`src/rtl/fizzbuzz_tx_sequencer.sv`:
```
// fizzbuzz_tx_sequencer
// Drives the shared uart_tx with the FizzBuzz stream for 1..MAX_COUNT. Each
// line ends in CR LF. Bytes go out one per valid/busy handshake. Decimal text
// comes from a BCD counter, and divisibility from mod-3/mod-5 counters, so no
// divider is needed.
// Optional feature: define FIZZBUZZ_XON_XOFF_EN to add XON/XOFF flow control
// from uart_rx (ports i_rx_valid, i_rx_data).
module fizzbuzz_tx_sequencer #(
    parameter int MAX_COUNT = 100,
    parameter int DIGITS    = 3
) (
    input  logic       clk,
    input  logic       rst,
    input  logic       i_start,
    input  logic       i_tx_busy,
`ifdef FIZZBUZZ_XON_XOFF_EN
    input  logic       i_rx_valid,
    input  logic [7:0] i_rx_data,
`endif
    output logic [7:0] o_tx_data,
    output logic       o_tx_valid,
    output logic       o_busy,
    output logic       o_done
);

    // Longest line is either "FizzBuzz" + CR LF or the widest number + CR LF
    localparam int LINE_MAX = (DIGITS + 2 > 10) ? DIGITS + 2 : 10;
    localparam int IDX_W    = $clog2(LINE_MAX + 1);

    localparam logic [63:0] FIZZBUZZ_STR = "FizzBuzz";
    localparam logic [31:0] FIZZ_STR     = "Fizz";
    localparam logic [31:0] BUZZ_STR     = "Buzz";
    localparam logic [7:0]  CR           = 8'h0D;
    localparam logic [7:0]  LF           = 8'h0A;
    localparam logic [7:0]  XON          = 8'h11;
    localparam logic [7:0]  XOFF         = 8'h13;

    typedef logic [DIGITS-1:0][3:0] bcd_t;

    typedef enum logic [2:0] {
        IDLE,
        SEND,
        WAIT_ACK,
        WAIT_IDLE,
        ADVANCE,
        DONE
    } state_t;

    // Elaboration-time binary to BCD conversion for constants
    function automatic bcd_t to_bcd(input int value);
        bcd_t result;
        int   rest;
        result = '0;
        rest   = value;
        for (int i = 0; i < DIGITS; i++) begin
            result[i] = 4'(rest % 10);
            rest      = rest / 10;
        end
        return result;
    endfunction

    // Decimal increment with ripple carry through the digits
    function automatic bcd_t bcd_inc(input bcd_t value);
        bcd_t result;
        logic carry;
        result = value;
        carry  = 1'b1;
        for (int i = 0; i < DIGITS; i++) begin
            if (carry) begin
                if (result[i] == 4'd9) begin
                    result[i] = 4'd0;
                end else begin
                    result[i] = result[i] + 4'd1;
                    carry     = 1'b0;
                end
            end
        end
        return result;
    endfunction

    localparam bcd_t ONE_BCD = to_bcd(1);
    localparam bcd_t MAX_BCD = to_bcd(MAX_COUNT);

    state_t           state;
    bcd_t             bcd;
    logic [1:0]       mod3;
    logic [2:0]       mod5;
    logic [IDX_W-1:0] idx;
    logic             paused;

    logic             fizz;
    logic             buzz;
    logic [IDX_W-1:0] num_digits;
    logic [IDX_W-1:0] line_len;
    logic [3:0]       digit;
    logic [7:0]       cur_char;
    logic             last_char;

    assign fizz      = (mod3 == 2'd0);
    assign buzz      = (mod5 == 3'd0);
    assign last_char = (idx == line_len - IDX_W'(1));

    // Significant digit count, taken from the highest nonzero BCD digit
    always_comb begin
        // NOTE: every combinational output gets a default first, so no path can infer a latch.
        num_digits = IDX_W'(1);
        for (int i = 0; i < DIGITS; i++) begin
            if (bcd[i] != 4'd0) begin
                num_digits = IDX_W'(i + 1);
            end
        end
    end

    // Length of the current line and the character at the current index
    always_comb begin
        cur_char = 8'h00;
        digit    = 4'd0;
        if (fizz && buzz) begin
            line_len = IDX_W'(10);
        end else if (fizz || buzz) begin
            line_len = IDX_W'(6);
        end else begin
            line_len = num_digits + IDX_W'(2);
        end

        // Most significant printed digit sits at index 0
        for (int i = 0; i < DIGITS; i++) begin
            if (int'(num_digits) - 1 - int'(idx) == i) begin
                digit = bcd[i];
            end
        end

        if (idx == line_len - IDX_W'(2)) begin
            cur_char = CR;
        end else if (idx == line_len - IDX_W'(1)) begin
            cur_char = LF;
        end else if (fizz && buzz) begin
            for (int k = 0; k < 8; k++) begin
                if (int'(idx) == k) cur_char = FIZZBUZZ_STR[8*(7-k) +: 8];
            end
        end else if (fizz) begin
            for (int k = 0; k < 4; k++) begin
                if (int'(idx) == k) cur_char = FIZZ_STR[8*(3-k) +: 8];
            end
        end else if (buzz) begin
            for (int k = 0; k < 4; k++) begin
                if (int'(idx) == k) cur_char = BUZZ_STR[8*(3-k) +: 8];
            end
        end else begin
            cur_char = 8'h30 + {4'h0, digit};
        end
    end

    // Sequencer FSM: one strobe per handshake, counters advance after each LF
    always_ff @(posedge clk or posedge rst) begin
        if (rst) begin
            state      <= IDLE;
            o_tx_data  <= 8'h00;
            o_tx_valid <= 1'b0;
            o_busy     <= 1'b0;
            o_done     <= 1'b0;
            bcd        <= ONE_BCD;
            mod3       <= 2'd1;
            mod5       <= 3'd1;
            idx        <= '0;
        end else begin
            // NOTE: state uses non-blocking assignments so every register samples pre-edge values.
            o_tx_valid <= 1'b0;
            o_done     <= 1'b0;
            case (state)
                IDLE: begin
                    if (i_start) begin
                        state  <= SEND;
                        o_busy <= 1'b1;
                        bcd    <= ONE_BCD;
                        mod3   <= 2'd1;
                        mod5   <= 3'd1;
                        idx    <= '0;
                    end
                end
                SEND: begin
                    if (!i_tx_busy && !paused) begin
                        o_tx_valid <= 1'b1;
                        o_tx_data  <= cur_char;
                        state      <= WAIT_ACK;
                    end
                end
                WAIT_ACK: begin
                    if (i_tx_busy) state <= WAIT_IDLE;
                end
                WAIT_IDLE: begin
                    if (!i_tx_busy) state <= ADVANCE;
                end
                ADVANCE: begin
                    if (!last_char) begin
                        idx   <= idx + IDX_W'(1);
                        state <= SEND;
                    end else if (bcd != MAX_BCD) begin
                        bcd   <= bcd_inc(bcd);
                        mod3  <= (mod3 == 2'd2) ? 2'd0 : mod3 + 2'd1;
                        mod5  <= (mod5 == 3'd4) ? 3'd0 : mod5 + 3'd1;
                        idx   <= '0;
                        state <= SEND;
                    end else begin
                        o_done <= 1'b1;
                        o_busy <= 1'b0;
                        state  <= DONE;
                    end
                end
                DONE: begin
                    bcd   <= ONE_BCD;
                    mod3  <= 2'd1;
                    mod5  <= 3'd1;
                    idx   <= '0;
                    state <= IDLE;
                end
                default: state <= IDLE;
            endcase
        end
    end

`ifdef FIZZBUZZ_XON_XOFF_EN
    // Flow-control flag: XOFF pauses and XON resumes; cleared when the run returns to IDLE
    always_ff @(posedge clk or posedge rst) begin
        if (rst) begin
            paused <= 1'b0;
        end else if (state == DONE) begin
            paused <= 1'b0;
        end else if (i_rx_valid && i_rx_data == XOFF) begin
            paused <= 1'b1;
        end else if (i_rx_valid && i_rx_data == XON) begin
            paused <= 1'b0;
        end
    end
`else
    assign paused = 1'b0;
`endif

endmodule
```
`config.mk`:
```
export PLATFORM = sky130hd
export DESIGN_NAME = fizzbuzz_tx_sequencer
export DESIGN_NICKNAME = d
export VERILOG_FILES = /design/src/rtl/fizzbuzz_tx_sequencer.sv
export SDC_FILE = /design/constraint.sdc
export NUM_CORES = 1
export LEC_CHECK = 0
export ABC_AREA = 1
export BUFFER_PORTS_ARGS = -buffer_cell sky130_fd_sc_hd__buf_2
export CORE_MARGIN = 2
export CORE_UTILIZATION = 45
export DETAILED_ROUTE_END_ITERATION = 7
export PLACE_DENSITY_LB_ADDON = 0.12
export SYNTH_ARGS = -nofsm -noshare
export SYNTH_HDL_FRONTEND = slang
export SYNTH_SLANG_ARGS = --single-unit
```
`constraint.sdc`:
```
create_clock -name clk -period 8 [get_ports clk]
set_input_delay 0.4 -clock clk [delete_from_list [all_inputs] [get_ports clk]]
set_output_delay 0.4 -clock clk [all_outputs]
set_load 0.005 [all_outputs]
```
==> flow_metrics.env <==
export IMPL_crit_arrival_ns=3.47
export IMPL_finalHoldViolations=0
export IMPL_routed_via_density=4.98
export IMPL_stdcell_count=464
export IMPL_ys_flop_type="dfrtp_1"
export IMPL_pwr_share_seq_pct=26.9
export IMPL_cap_viol_max_count=0
export IMPL_pwr_share_comb_pct=60.5
export IMPL_crit_path_start="mod5[0]$_DFFE_PP1P_"
export IMPL_hpwl_um=4660
export IMPL_ys_seq_elements=34
export IMPL_grt_use_total_pct=20.8
export IMPL_worstPathCellList="inv_1 > ha_1 > nand2_1 > inv_1 > ha_1 > nor2_1 > o21ai_0 > inv_1 > ha_1 > xor2_1 > nand2_1 > nor2_1 > nand2_2 > nand2_1 > inv_2 > nor2_8 > inv_1 > nand2_1 > nand2_1"
export IMPL_synth_edf_count=0
export IMPL_multi_input_area_sq_um=1520
export IMPL_grt_use_met1_pct=27.8
export IMPL_cts_sinks=34
export IMPL_required_ns=8.18
export IMPL_regToRegSetupSlack_ns=4.71
export IMPL_cts_tree="built"
export IMPL_synth_distinct_cells=39
export IMPL_cts_resized=0
export IMPL_drc=0
export IMPL_core_area_sq_um=5610
export IMPL_slew_headroom_pct=59.1
export IMPL_start_kind="flip-flop"
export IMPL_fp_dieW_um=80.7
export IMPL_overflow=0
export IMPL_rows=27
export IMPL_crit_path_end="mod5[1]$_DFFE_PP0P_"
export IMPL_worst_pin_slew_ns=0.612
export IMPL_power_density_nw_per_um2=346
export IMPL_layout_common_cells="89 x nand2_1, 58 x inv_1, 43 x nor2_1"
export IMPL_synth_fp_nets=403
export IMPL_place_inst=456
export IMPL_insertion_delay_ns=0.29
export IMPL_clockBufferDepth=2
export IMPL_clkTransAtPathRegs_ns=0.08
export IMPL_fin_setup_tns_ns=0
export IMPL_portBuffers=13
export IMPL_dieArea_sq_um=6510
export IMPL_wl_per_cell_um=13.1
export IMPL_grt_max_degree=35
export IMPL_p_int_mw=0.493
export IMPL_seqCellArea_sq_um=855
export IMPL_outcome="finished clean"
export IMPL_grt_busiest_layer="met2"
export IMPL_cts_buffers=5
export IMPL_layout_commonest_cell="nand2_1"
export IMPL_syn_area_sq_um=2650
export IMPL_drt_iter0_drc=135
export IMPL_cts_setup_buffers=0
export IMPL_path_delay_family="simple AND/OR/NAND/NOR gates"
export IMPL_gp_congestion=0.927
export IMPL_min_path_type="in -> async"
export IMPL_cts_max_level=2
export IMPL_diodes=0
export IMPL_critPathCaptureType="flip-flop"
export IMPL_ios=15
export IMPL_finalClockSkew_ns=0.0145
export IMPL_slowest_stage="dfstp_2"
export IMPL_path_common_cell="nand2_1"
export IMPL_yosysSeqAreaShare_pct=32.3
export IMPL_layout_min_cycle_time_ns=3.29
export IMPL_cpPeakStageDelay_ns=0.54
export IMPL_synthArstFlopShare_pct=100
export IMPL_die_h_um=80.7
export IMPL_ys_warn_count=0
export IMPL_worstSetupPathDepth=19
export IMPL_nets=418
export IMPL_syn_to_final_growth_pct=7.90
export IMPL_grt_antenna_before_repair=0
export IMPL_use_met2_pct=34.4
export IMPL_fillerInstances=580
export IMPL_finalWirelength_um=6090
export IMPL_p_leak_nw=1.48
export IMPL_path_max_fanout=17
export IMPL_r2r_end="mod5[1]$_DFFE_PP0P_"
export IMPL_use_met3_pct=3.82
export IMPL_rsz0062_at_grt="false"
export IMPL_crit_type="reg -> reg"
export IMPL_cts_hold_buffers=0
export IMPL_grt_pass1_wl_um=10300
export IMPL_via_count=2309
export IMPL_cts_root_buf="clkbuf_8"
export IMPL_timing_hold_ws_ns=0.198
export IMPL_initial_core_util_pct=47.2
export IMPL_drt_first_pass_iters=4
export IMPL_synth_avg_cell_area_sq_um=7.03
export IMPL_sw_frac_of_total_pct=50.1
export IMPL_drv_slew=0
export IMPL_timing_rr_start="mod5[0]$_DFFE_PP1P_"
export IMPL_rr_worst_depth=19
export IMPL_synthCells=376
export IMPL_setup_viol=0
export IMPL_p_switching_mw=0.494
export IMPL_finalCritPeriodShare_pct=41.1
export IMPL_ir_worst_vdd_v=0.000126
export IMPL_grt_pass1_vias=2145
export IMPL_post_route_cells_drive_above_1_share_pct=11.0
export IMPL_fmax_ghz=0.304
export IMPL_ant_nets=0
export IMPL_cp_num_buf_inv=5
export IMPL_power_frac_clock_pct=12.6
## routing by layer
metal / vias to the layer above / routed length, um / part of all wire [%]
li1: 1207 / - / -
met1: 1073 / 3040 / 50
met2: 24 / 2840 / 47
met3: 5 / 149 / 2.4
met4: 0 / 65 / 1.1
met5: - / 0 / 0
## through the flow
step | instance area (sq um) | power (mW) | worst slack, ns | utilization [%]
2_1_floorplan | 2650 | 0.725 | 5.11 | -
3_3_place_gp | 2770 | 0.860 | 4.87 | 49.4
3_5_place_dp | 2770 | 0.862 | 4.76 | 49.4
4_1_cts | 2850 | 0.992 | 4.73 | 50.9
5_1_grt | 2850 | 1.11 | 4.37 | 50.9
6_report | 2850 | 0.987 | 4.71 | 50.9
## registers in the layout, summed over array words and instances, names as in the netlist
name        count
mod5            3
o_tx_valid      1
mod3            2
idx             4
o_busy          1
state           3
o_tx_data       7
o_done          1
bcd            12
## worst register-to-register path, delay by kind of cell (launching register included)
family / cells / cell delay, ns
buffers and inverters: 5 / 0.46
XOR/XNOR: 1 / 0.13
AO/OA/AOI/OAI: 1 / 0.16
adder cells (fa/ha/maj): 3 / 0.72
AND/OR/NAND/NOR: 9 / 1.18
flip-flops: 1 / 0.54
## cells in the mapped netlist (2+ instances only)
master	n	share of area, %
nand3_2	2	0.76
nor3b_1	2	0.57
xnor2_1	4	1.3
o21ai_0	32	6.1
nand4_1	2	0.47
xor2_1	7	2.3
nor2_2	3	0.71
nor2_1	43	6.1
dfstp_2	3	3.0
buf_2	3	0.57
inv_2	4	0.57
nor3_1	3	0.57
dfrtp_1	31	29
nand2_4	2	0.85
nand2_1	89	13
nand2_2	3	0.71
o21ai_1	7	1.3
a21oi_1	15	2.8
nor4_1	2	0.47
nand3_1	20	3.8
ha_1	22	10
o31ai_1	2	0.57
conb_1	2	0.28
inv_1	58	8.2
## worst min path at each step
stage / startpoint / to / slack, ns / depth (start not counted)
final: rst / o_tx_data[1]$_DFFE_PP0P_ / 0.20 / 3
after global routing: rst / o_tx_data[1]$_DFFE_PP0P_ / 0.25 / 3
after CTS: rst / o_tx_data[4]$_DFFE_PP0P_ / 0.22 / 3
after detailed placement: mod3[0]$_DFFE_PP1P_ / mod3[0]$_DFFE_PP1P_ / 0.46 / 2
after global placement: o_tx_data[1]$_DFFE_PP0P_ / o_tx_data[1]$_DFFE_PP0P_ / 0.46 / 2
after floorplan: mod3[0]$_DFFE_PP1P_ / mod3[0]$_DFFE_PP1P_ / 0.45 / 2
## kinds of logic after synthesis
kind of cell | after synthesis | synth area share [%]
and+or+nand+nor | 174 | 29.1
buffers and inverters | 69 | 10.4
adders and majority gates | 23 | 11.2
DFF | 34 | 32.3
other | 2 | 0.284
xor gates and xnor gates | 12 | 4.26
AOI/OAI and AO/OA | 62 | 12.5
## power groups by stage
stage	Combinational (mW)	Sequential [mW]	Clock, mW
detailed placement	0.594	0.269	0
global placement	0.593	0.267	0
global route	0.695	0.273	0.139
finish	0.597	0.265	0.124
CTS	0.598	0.266	0.129
floorplan	0.464	0.261	0
## cell type report
cell class              instances  area share (%)
multi-input cells             273            53.1
flip-flops and latches         34            29.9
inverters                      63            8.29
well taps                      72            3.16
clock buffers                   7            2.67
repair buffers                 14            2.54
clock inverters                 1           0.263
(Power assumes the default switching activity.)
